$ cat config.mk
export PLATFORM = sky130hd
export DESIGN_NAME = countdown_ctrl
export DESIGN_NICKNAME = d
export VERILOG_FILES = /design/src/rtl/countdown_pkg.sv /design/src/rtl/countdown_entry.sv /design/src/rtl/countdown_ctrl.sv
export SDC_FILE = /design/constraint.sdc
export NUM_CORES = 1
export LEC_CHECK = 0
export ABC_AREA = 1
export CAP_MARGIN = 20
export CORE_MARGIN = 4
export CORE_UTILIZATION = 59
export CTS_CLUSTER_SIZE = 40
export DETAILED_ROUTE_END_ITERATION = 12
export GPL_ROUTABILITY_DRIVEN = 1
export HOLD_SLACK_MARGIN = 0.02
export PLACE_DENSITY = 0.85
export SYNTH_ARGS = -nofsm -noshare
export SYNTH_HDL_FRONTEND = slang
export SYNTH_SLANG_ARGS = --single-unit
$ cat constraint.sdc
create_clock -name clk -period 3.7 [get_ports clk]
set_input_delay 0.74 -clock clk [delete_from_list [all_inputs] [get_ports clk]]
set_output_delay 0.74 -clock clk [all_outputs]
set_load 0.005 [all_outputs]
$ cat src/rtl/countdown_pkg.sv
// Shared types and constants for the countdown timer sequencer.
// Optional PAUSE state is controlled by the COUNTDOWN_PAUSE_EN macro.
package countdown_pkg;

  localparam int CD_WIDTH = 7;

  typedef enum logic [2:0] {
    IDLE,
    ENTRY,
    ARMED,
    RUN,
    PAUSE,
    EXPIRED
  } cd_state_t;

  // Decoded key after priority resolution; only one key acts per cycle.
  typedef enum logic [2:0] {
    KEY_NONE,
    KEY_NUM,
    KEY_CONFIRM,
    KEY_START,
    KEY_CLEAR
  } cd_key_t;

  localparam logic [3:0] EN_NONE   = 4'b0000;
  localparam logic [3:0] EN_AMOUNT = 4'b1100;
  localparam logic [3:0] EN_ALL    = 4'b1111;

  function automatic logic [CD_WIDTH-1:0] clamp_amount(input logic [CD_WIDTH:0] value,
                                                       input logic [CD_WIDTH:0] max_val);
    return (value > max_val) ? max_val[CD_WIDTH-1:0] : value[CD_WIDTH-1:0];
  endfunction

endpackage

$ cat src/rtl/countdown_entry.sv
// Two-digit keypad accumulator: filters digits above 9, clamps to MAX_VAL.
module countdown_entry
  import countdown_pkg::*;
#(
  parameter int MAX_VAL = 99
) (
  input  logic                clk,
  input  logic                rst_n,
  input  logic                i_clear,
  input  logic                i_num_key,
  input  logic                i_load,
  input  logic                i_accept,
  input  logic [3:0]          i_num,
  output logic                o_num_ok,
  output logic [CD_WIDTH-1:0] o_amount
);

  localparam logic [CD_WIDTH:0] MAX_U = (CD_WIDTH+1)'(MAX_VAL);

  logic [CD_WIDTH-1:0] r_amount;
  logic [1:0]          r_digits;
  logic [CD_WIDTH:0]   w_sum;

  assign o_num_ok = i_num_key && (i_num <= 4'd9);
  assign o_amount = r_amount;
  assign w_sum    = {1'b0, r_amount} * (CD_WIDTH+1)'(10) + (CD_WIDTH+1)'(i_num);

  // NOTE: sequential state uses non-blocking assignments so every register
  // samples the pre-edge values, independent of statement order.
  always_ff @(posedge clk or negedge rst_n) begin
    if (!rst_n) begin
      r_amount <= '0;
      r_digits <= 2'd0;
    end else if (i_clear) begin
      r_amount <= '0;
      r_digits <= 2'd0;
    end else if (o_num_ok && i_load) begin
      r_amount <= clamp_amount((CD_WIDTH+1)'(i_num), MAX_U);
      r_digits <= 2'd1;
    end else if (o_num_ok && i_accept && r_digits == 2'd1) begin
      r_amount <= clamp_amount(w_sum, MAX_U);
      r_digits <= 2'd2;
    end
  end

endmodule

$ cat src/rtl/countdown_ctrl.sv
// Countdown timer sequencer: entry, arm, run, optional pause (COUNTDOWN_PAUSE_EN),
// expiry blink with auto-rearm. All outputs registered.
module countdown_ctrl
  import countdown_pkg::*;
#(
  parameter int MAX_VAL       = 99,
  parameter int EXPIRE_BLINKS = 6
) (
  input  logic                clk,
  input  logic                rst_n,
  input  logic                tick_en,
  input  logic                blink_en,
  input  logic                keydown_num,
  input  logic                keydown_start,
  input  logic                keydown_confirm,
  input  logic                keydown_clear,
  input  logic [3:0]          num,
  output logic [CD_WIDTH-1:0] amount,
  output logic [CD_WIDTH-1:0] remaining,
  output logic [3:0]          enable,
  output logic                running,
  output logic                expired
);

  localparam int BW = (EXPIRE_BLINKS > 1) ? $clog2(EXPIRE_BLINKS + 1) : 1;

  cd_state_t           r_state;
  logic [CD_WIDTH-1:0] r_remaining;
  logic [3:0]          r_enable;
  logic                r_running;
  logic                r_expired;
  logic [BW-1:0]       r_blinks;

  cd_key_t             w_key;
  logic                w_num_ok;
  logic [CD_WIDTH-1:0] w_amount;

  // NOTE: every variable driven in always_comb gets a default first, so no
  // path leaves it unassigned and no latch is inferred.
  always_comb begin
    w_key = KEY_NONE;
    if (keydown_clear)        w_key = KEY_CLEAR;
    else if (keydown_start)   w_key = KEY_START;
    else if (keydown_confirm) w_key = KEY_CONFIRM;
    else if (w_num_ok)        w_key = KEY_NUM;
  end

  countdown_entry #(.MAX_VAL(MAX_VAL)) u_entry (
    .clk       (clk),
    .rst_n     (rst_n),
    .i_clear   (w_key == KEY_CLEAR),
    .i_num_key (keydown_num),
    .i_load    (r_state == IDLE  && w_key == KEY_NUM),
    .i_accept  (r_state == ENTRY && w_key == KEY_NUM),
    .i_num     (num),
    .o_num_ok  (w_num_ok),
    .o_amount  (w_amount)
  );

  // NOTE: reset covers every control register; the sequencer holds no memory
  // arrays, so nothing here is left deliberately unreset.
  always_ff @(posedge clk or negedge rst_n) begin
    if (!rst_n) begin
      r_state     <= IDLE;
      r_remaining <= '0;
      r_enable    <= EN_NONE;
      r_running   <= 1'b0;
      r_expired   <= 1'b0;
      r_blinks    <= '0;
    end else begin
      r_expired <= 1'b0;
      if (w_key == KEY_CLEAR) begin
        r_state     <= IDLE;
        r_remaining <= '0;
        r_enable    <= EN_NONE;
        r_running   <= 1'b0;
        r_blinks    <= '0;
      end else begin
        case (r_state)
          IDLE: if (w_key == KEY_NUM) begin
            r_state  <= ENTRY;
            r_enable <= EN_AMOUNT;
          end
          ENTRY: if (w_key == KEY_CONFIRM && w_amount != '0) begin
            r_remaining <= w_amount;
            r_state     <= ARMED;
            r_enable    <= EN_ALL;
          end
          ARMED: if (w_key == KEY_START) begin
            r_state   <= RUN;
            r_running <= 1'b1;
          end
          RUN: begin
            // A start key always swallows a same-cycle tick, pause or not.
            if (w_key == KEY_START) begin
`ifdef COUNTDOWN_PAUSE_EN
              r_state   <= PAUSE;
              r_running <= 1'b0;
`endif
            end else if (tick_en && r_remaining != '0) begin
              r_remaining <= r_remaining - CD_WIDTH'(1);
              if (r_remaining == CD_WIDTH'(1)) begin
                r_state   <= EXPIRED;
                r_running <= 1'b0;
                r_expired <= 1'b1;
                r_enable  <= EN_ALL;
                r_blinks  <= '0;
              end
            end
          end
`ifdef COUNTDOWN_PAUSE_EN
          PAUSE: begin
            if (w_key == KEY_START) begin
              r_state   <= RUN;
              r_running <= 1'b1;
            end else if (w_key == KEY_CONFIRM) begin
              r_remaining <= w_amount;
              r_state     <= ARMED;
            end
          end
`endif
          EXPIRED: begin
            if (w_key == KEY_START || w_key == KEY_CONFIRM) begin
              r_remaining <= w_amount;
              r_enable    <= EN_ALL;
              r_blinks    <= '0;
              r_state     <= (w_key == KEY_START) ? RUN : ARMED;
              r_running   <= (w_key == KEY_START);
            end else if (blink_en) begin
              if (r_blinks == BW'(EXPIRE_BLINKS - 1)) begin
                r_remaining <= w_amount;
                r_enable    <= EN_ALL;
                r_blinks    <= '0;
                r_state     <= ARMED;
              end else begin
                r_blinks <= r_blinks + BW'(1);
                r_enable <= ~r_enable;
              end
            end
          end
          default: begin
            r_state     <= IDLE;
            r_remaining <= '0;
            r_enable    <= EN_NONE;
            r_running   <= 1'b0;
            r_blinks    <= '0;
          end
        endcase
      end
    end
  end

  assign amount    = w_amount;
  assign remaining = r_remaining;
  assign enable    = r_enable;
  assign running   = r_running;
  assign expired   = r_expired;

endmodule

After elaboration in Yosys (flattened, before gate mapping)

Index checks and enable logic that the tools add are counted.

Input port bits: 12
Word-level logic and storage cells: 121
Output and inout bits: 20
Bits in registers: 28

Reductions and logical operators: 21
Mux-type cells: 61
Magnitude comparators: 2
Equality and inequality tests: 24
Add/sub/neg operators: 3
Bitwise operators: 1
Multipliers: 1

Operator list:

| cell                                                                             | count |
|---|---|
| 7-bit 2-to-1 mux                                                                 | 11 |
| 3-bit 2-to-1 mux                                                                 | 18 |
| 4-bit 2-to-1 mux                                                                 | 9 |
| 7-bit case mux with 4 select lines                                               | 1 |
| 4-bit case mux with 5 select lines                                               | 1 |
| 3-bit by 2-bit inequality test with 1-bit output (second input constant)         | 5 |
| 3-bit case mux with 5 select lines                                               | 1 |
| 7-bit nonzero test                                                               | 2 |
| 1-bit 2-to-1 mux                                                                 | 13 |
| 3-bit by 2-bit equality test with 1-bit output (second input constant)           | 4 |
| 6-bit AND reduction                                                              | 2 |
| 2-bit 2-to-1 mux                                                                 | 5 |
| 3-bit equality test (second input constant)                                      | 3 |
| 3-bit case mux with 3 select lines                                               | 1 |
| 8-bit by 4-bit adder with 8-bit output                                           | 1 |
| 8-bit by 7-bit greater-than comparator with 1-bit output (second input constant) | 1 |
| 1-bit logical AND                                                                | 8 |
| 2-bit by 1-bit inequality test with 1-bit output (second input constant)         | 4 |
| 4-bit by 3-bit inequality test with 1-bit output (second input constant)         | 2 |
| 8-bit AND reduction                                                              | 1 |
| 7-bit by 1-bit equality test with 1-bit output (second input constant)           | 1 |
| 7-bit by 3-bit multiplier with 7-bit output (second input constant)              | 1 |
| 7-bit AND reduction                                                              | 1 |
| 7-bit by 1-bit subtractor with 7-bit output (second input constant)              | 1 |
| 13 further kinds                                                                 | 16 |

Depth between registers and ports, before layout

Depth after elaboration: 13
Gate-level depth with buffers: 17
Mapped depth without buffers: 17

Hierarchy

Synthesis repeated with hierarchy kept, for this count alone.

Cells, all modules: 360
Area total of the unflattened synthesis: 2443.6 sq um

Modules (own cells, without submodules):

| module          | area each (sq um) | instances | sequential area each (sq um) | cells each |
|---|---|---|---|---|
| countdown_ctrl  | 1485.2            | 1         | 475.5                        | 222 |
| countdown_entry | 958.4             | 1         | 225.2                        | 138 |

Least setup slack after synthesis

No wires, ideal clock.

Kind: register to register
Start point: register u_entry.r_amount[1] (netlist: u_entry.o_amount[1])
End point: register u_entry.r_amount[5] (netlist: u_entry.o_amount[5])
Arrival: 2317 ps
Path buffers: 0
Path slack: 1258 ps
Required time: 3575 ps
Setup time: 125 ps
Period minus slack after synthesis: 2442 ps
Stages on the path, launching flop included: 15
Path through: dfrtp_1 -> ha_1 -> ha_1 -> inv_1 -> fa_1 -> inv_1 -> nand3_1 -> nor2_2 -> inv_1 -> nand2_1 -> nand2_1 -> nor2_2 -> nand2_1 -> o21ai_0 -> o21ai_1

Word-level cells in the longest chain between the ends: 7

RTL lines:

| item                                                     | RTL line              | source |
|---|---|---|
| start, declared                                          | countdown_entry.sv:20 | `logic [CD_WIDTH-1:0] r_amount;` |
| start signal, assigned                                   | countdown_entry.sv:38 | `r_amount <= clamp_amount((CD_WIDTH+1)'(i_num), MAX_U);` |
| start signal, assigned                                   | countdown_entry.sv:41 | `r_amount <= clamp_amount(w_sum, MAX_U);` |
| 7-bit by 3-bit multiplier with 7-bit output *            | countdown_entry.sv:26 | `assign w_sum = {1'b0, r_amount} * (CD_WIDTH+1)'(10) + (CD_WIDTH+1)'(i_num);` |
| 8-bit by 4-bit adder with 8-bit output *                 | countdown_entry.sv:26 |  |
| 8-bit by 7-bit greater-than comparator with 1-bit output | countdown_pkg.sv:31   | `return (value > max_val) ? max_val[CD_WIDTH-1:0] : value[CD_WIDTH-1:0];` |
| 7-bit 2-to-1 mux *                                       | countdown_pkg.sv:31   |  |
| 7-bit 2-to-1 mux *                                       | countdown_entry.sv:40 | `end else if (o_num_ok && i_accept && r_digits == 2'd1) begin` |
| 7-bit 2-to-1 mux *                                       | countdown_entry.sv:37 | `end else if (o_num_ok && i_load) begin` |
| 7-bit 2-to-1 mux *                                       | countdown_entry.sv:34 | `end else if (i_clear) begin` |

Mark *: on every way between the ends. The rest lies on a longest branch, timed or not. The select of a mux whose other input is x is not followed.
A chain may end at the register's enable or synchronous reset.

Worst setup path after layout

Same ends and word-level chain as after synthesis.

==> key figures <==
Die
  • Core footprint: 3690 µm²
  • Die area: 4880 µm²
  • Io pins: 32
  • Initial Util: 0.612
  • Die W: 69.8 µm
  • Row count: 22
  • Die Y: 69.8 µm

Synthesis
  • Dominant synthesized flop cell: dfrtp_1
  • Largest area contributor in the netlist: dfrtp_1
  • Mapped Cells: 315
  • Simple-gate share of the synthesized area: 0.354
  • Yosys reg bits: 28
  • Syn avg cell area: 7.16 µm²
  • Synth Area in Compound Gates: 0.128
  • EDFF count, synth: 0
  • Synth Area in Adders: 0.0843
  • Largest family of logic cells by synthesized area: simple AND/OR/NAND/NOR gates
  • Mux contribution to synthesized area: 0
  • Post-synthesis xor/xnor area fraction: 0.0194
  • Yosys cell types: 33
  • Async SR Flop Fraction: 1.00
  • Sequential-to-total area share from yosys stat: 0.311
  • Syn nets: 341
  • Synthesized area: 2260 µm²
  • Area contributors post-synth: dfrtp_1 (31%), nand2_1 (12%), inv_1 (7.7%)
  • Ys Warns: 0
  • Top-area cell type share of the netlist area: 0.311

Setup path
  • Kind of critical path: register to register
  • Capturing point of the worst reg2reg path: u_entry.o_amount[5]
  • Worst reg2reg setup slack: 870 ps
  • Required time at the worst-slack endpoint: 3860 ps
  • CP Capture Type: register
  • Worst r2r src: u_entry.o_amount[1]
  • Worst endpoint data arrival time: 2990 ps
  • Critical Path Sink: u_entry.o_amount[5]
  • Worst setup path startpoint: u_entry.o_amount[1]
  • Reg2Reg Depth: 14
  • Crit start category: register
  • CP Max Fanout: 7

Cells and area
  • Layout cells sized above 1: 0.140
  • # nets final: 376
  • Fillers: 332
  • ANT cells: 0
  • Synth-to-Final Area Change: 18.0%

Clocking
  • Longest Clk Path Bufs: 2
  • Clock root cell: clkbuf_8
  • H-tree depth: 1
  • CTS Hold Bufs: 0
  • Skew-Pair Late Insertion Delay: 270 ps
  • TritonCTS Buffers: 3
  • Worst-path clk slew: 100 ps
  • CTS tree: built
  • Clk sink count: 28
  • Post-cts gate resize count: 0
  • Post-CTS Repair Setup Buffers: 0

Route
  • Drt wl/cell: 12.1 µm
  • Via density: 5.37
  • Highest metal used: met4
  • DRT Wirelength: 4810 µm
  • Initial DRT Pass Iterations: 5
  • Met2 wire length: 2300 µm
  • DRC: 0
  • DRT iter0 DRCs: 145
  • WL met3: 247 µm
  • Met1 WL: 2240 µm
  • Via count: 2,131
  • DRT antenna net count: 0

Global routing
  • Total grt overflow: 0
  • Largest net degree at the start of global routing: 29
  • Vias in the first global route: 2,035
  • First-pass GRT wire length: 8660 µm
  • Total Routing Usage GR: 0.209
  • Initial antenna violation count: 0

Placed design
  • Hpwl dp: 3830 µm
  • Port bufs: 31
  • Gpl congestion: 0.823

Worst hold path
  • Hold Path Depth: 2
  • Hold Path Class: register to register

Timing
  • Count of final hold-check violations: 0
  • Setup-failing EPs final: 0
  • Worst hold margin: 524 ps
  • Final period util: 0.765
  • Setup_tns: 0 ps
  • RSZ-0062 raised after global routing: no
  • Worst Max-Slew Pin Slew: 451 ps
  • Max Fclk: 353 MHz
  • Crit path time final: 2830 ps
  • Slew Limit Fails: 0
  • Worst Clk Skew: 1.33 ps
  • Slew Limit Headroom: 0.698

Power
  • Leak: 0.00131 µW
  • Worst VDD drop: 286 µV
  • PD cells: 577 nW/µm²

Outcome
  • Status: finished, final reports clean

Flow run
  • Max cap viols: 0
[through the flow]
step,power [µW],area (µm²),utilization,setup slack (ps),instances
after CTS,1540,2660,0.722,879,397
final,1540,2660,0.722,869,397
after floorplan,1090,2260,-,1260,315
after global routing,1680,2660,0.722,695,397
after global placement,1320,2610,0.707,820,393
after detailed placement,1350,2610,0.707,712,393
[cells by family (layout without fill, tap and decap cells)]
group           after synthesis  after routing
xor+xnor                      5              5
simple gates                164            164
flops                        28             28
fa+ha+maj                    14             14
compound gates               48             48
buf+inv                      56             90
[flip-flops by register name (all words and copies together) (netlist names)]
register	flops
expired	1
u_entry.r_digits	2
u_entry.o_amount	7
enable	4
r_blinks	3
remaining	7
r_state	3
running	1
[final cells by class]
type | count | area, µm² | area share
inverter | 53 | 201 | 0.0757
sequential | 28 | 701 | 0.263
multi-input combinational | 231 | 1320 | 0.496
clock buffer | 4 | 55.1 | 0.0207
timing repair buffer | 33 | 325 | 0.122
tap | 48 | 60.1 | 0.0226
[cell usage after synthesis, drive strengths merged, types with 3 or more instances]
cell    n
nand4   3
inv    53
buf     3
ha     12
a21oi  13
nor3    6
nor2   44
a31oi   3
dfrtp  28
nand2  80
nand3  28
o21ai  28
xor2    4
[worst min-delay path by stage]
stage / start / end
final: enable[3] / enable[3]
after global routing: enable[0] / enable[0]
after CTS: enable[3] / enable[3]
after detailed placement: enable[3] / enable[3]
after global placement: r_blinks[2] / r_blinks[2]
after floorplan: rst_n / enable[0]
[where the power goes]
part | switching (µW) | leakage (µW) | total, µW | internal, µW
logic | 520 | 0.000910 | 890 | 370
registers | 81.5 | 0.000373 | 454 | 373
clock network | 97.6 | 0.0000288 | 193 | 95.3
[worst max-delay path: stages (launching register included)]
cell	delay [ps]
dfrtp_1	500
ha_1	340
ha_1	170
inv_1	60
fa_1	530
nor2_1	190
nand3_1	130
nand2_1	80
nand2_1	70
nand2_1	90
nor2_1	60
nor2_2	140
nand2_1	110
o21ai_0	170
o21ai_1	90
[placed cells by master, fill, tap and decap left out, types with 9 or more instances in the layout]
cell type / instances
nand2_1: 71
inv_1: 46
clkdlybuf4s50_1: 31
dfrtp_1: 28
nor2_2: 11
nor2_1: 30
o21ai_0: 18
nand2_2: 9
a21oi_1: 12
nand3_1: 25
ha_1: 12
[routing by layer]
layer  global-route usage  vias to the layer above
met3               0.0275                        4
li1                     -                     1093
met1                0.270                      983
met4               0.0468                        0
met2                0.369                       51
met5                    0                        -
(Power assumes the default switching activity.)
==> RTL change (same settings) <==
The parameter `EXPIRE_BLINKS` goes from 6 to 7.
--- a/src/rtl/countdown_ctrl.sv
+++ b/src/rtl/countdown_ctrl.sv
@@ -6,3 +6,3 @@
   parameter int MAX_VAL       = 99,
-  parameter int EXPIRE_BLINKS = 6
+  parameter int EXPIRE_BLINKS = 7
 ) (
Check against the original RTL: same outputs for any inputs over 10 cycles, from zero or initial values and one cycle with rst_n low; that may be too few to reach the edited logic, so the function may still have changed.
==> RTL change against the original RTL <==
Power decreased by 4.8%; hold slack lost 0.0035 ns; clock skew rose by 0.00094 ns; count of clock-buffer cells in the layout unchanged; core utilization increased by 3.4 points; area after synthesis shrank 2.2%; sequential cell count stayed put; non-clock buffer count decreased by 1; design area is 1.6% lower; highest routed layer unchanged; routed wire length rose by 5.6%; worst setup slack gained 0.016 ns.
==> RTL change: results (changes against the original RTL) <==
status: "finished, final reports clean"
place_area_sq_mm: 0.00256  # -1.6%
multi_input_gates: 244  # +5.6%
grt_pass1_vias: 2076  # +2.0%
drt_wl_total_microns: 5080  # +5.6%
worst_pin_slew_ns: 0.565  # +0.114 ns
num-nonclk-inverters: 57  # +7.5%
num_vias: 2222  # +4.3%
nNonClkBuffers: 32  # -3.0%
syn_nets: 357  # +4.7%
seq_area_share_pct: 26.7  # +0.43 points
dp_hpwl_microns: 4070  # +6.4%
synthAdderAreaFrac_pct: 8.62  # +0.19 points
p_seq_share_pct: 30.7  # +1.1 points
multi_input_area_sq_mm: 0.00127  # -3.4%
ys_seq_area_share_pct: 31.8  # +0.70 points
hp-class: "reg2reg"
buffer_area_share_pct: 12.1  # -0.088 points
antenna_cells: 0  # unchanged
syn_inst: 331  # +5.1%
synth_cell_type_count: 29  # -12%
total_leakage_power_nw: 1.35  # +2.6%
fin_nets: 392  # +4.3%
synthXorXnorAreaFrac_pct: 1.99  # +0.044 points
powerClk_uw: 189  # -2%
swShare_pct: 45.4  # -0.065 points
dp_slack_ns: 0.774  # +0.0614 ns
clk_share_pct: 2.10  # +0.034 points
vdd_drop_max_uv: 305  # +6.7%
synth-compound-area-share_pct: 10.8  # -2.0 points
fill_cells: 303  # -8.7%
place.gp.congestion: 0.894  # +8.6%
synthTopCellsByArea: "dfrtp_1 (32%), nand2_1 (16%), inv_1 (8.7%), nand3_1 (7.3%), ha_1 (6.8%)"
grt_util_all_layers_pct: 22.1  # +1.1 points
drtIter0Drc: 161  # +11%
skew_ns: 0.00227  # +0.000937 ns
## RTL change: changes by cell type after synthesis, sizes merged, moves of 2 or more
cell	change
nor2	-9
nand3	+5
inv	+4
a31oi	-2
o22ai	+2
nand2	+20
a21oi	-2
## RTL change: worst paths after layout
check / to / cells after the start / start / slack [ns]
setup / recovery: u_entry.o_amount[5] / 14 / u_entry.o_amount[1] / 0.88
hold / removal: r_blinks[2] / 2 / r_blinks[2] / 0.52
setup reg to reg: u_entry.o_amount[5] / 14 / u_entry.o_amount[1] / 0.88
hold reg to reg: r_blinks[2] / 2 / r_blinks[2] / 0.52
max in group asynchronous: enable[3] / 2 / rst_n / 2.61
min in group asynchronous: remaining[5] / 2 / rst_n / 0.84
## RTL change: cell families (layout without fill, tap and decap cells)
logic type,after synthesis,count (layout)
simple gates,180,180
buf+inv,59,93
compound gates,45,45
flops,28,28
fa+ha+maj,14,14
xor+xnor,5,5
## RTL change: through the flow
step	util (%)	total power, mW	std cells
after global routing	75.5	1.61	411
after CTS	75.5	1.46	411
after detailed placement	74.0	1.27	407
final	75.5	1.46	411
after global placement	74.0	1.24	407
after floorplan	-	1.02	331
## RTL change: critical path, cell delays in order, from the launching register on
cell and delay [ns]:
dfrtp_1 0.51, ha_1 0.34, ha_1 0.16, inv_1 0.06, fa_1 0.52, nor2_1 0.19, nand3_1 0.13, nand2_1 0.08
nand2_1 0.06, nand2_1 0.08, nor2_1 0.06, nor2_2 0.14, nand2_1 0.13, o21ai_0 0.15, o21ai_0 0.09
## RTL change: routing by layer
layer | up-vias | GRT usage (%) | routed length (microns)
met1 | 996 | 28.9 | 2300
li1 | 1126 | - | -
met4 | 0 | 4.12 | 52
met3 | 8 | 3.92 | 361
met2 | 92 | 38.2 | 2370
met5 | - | 0 | 0
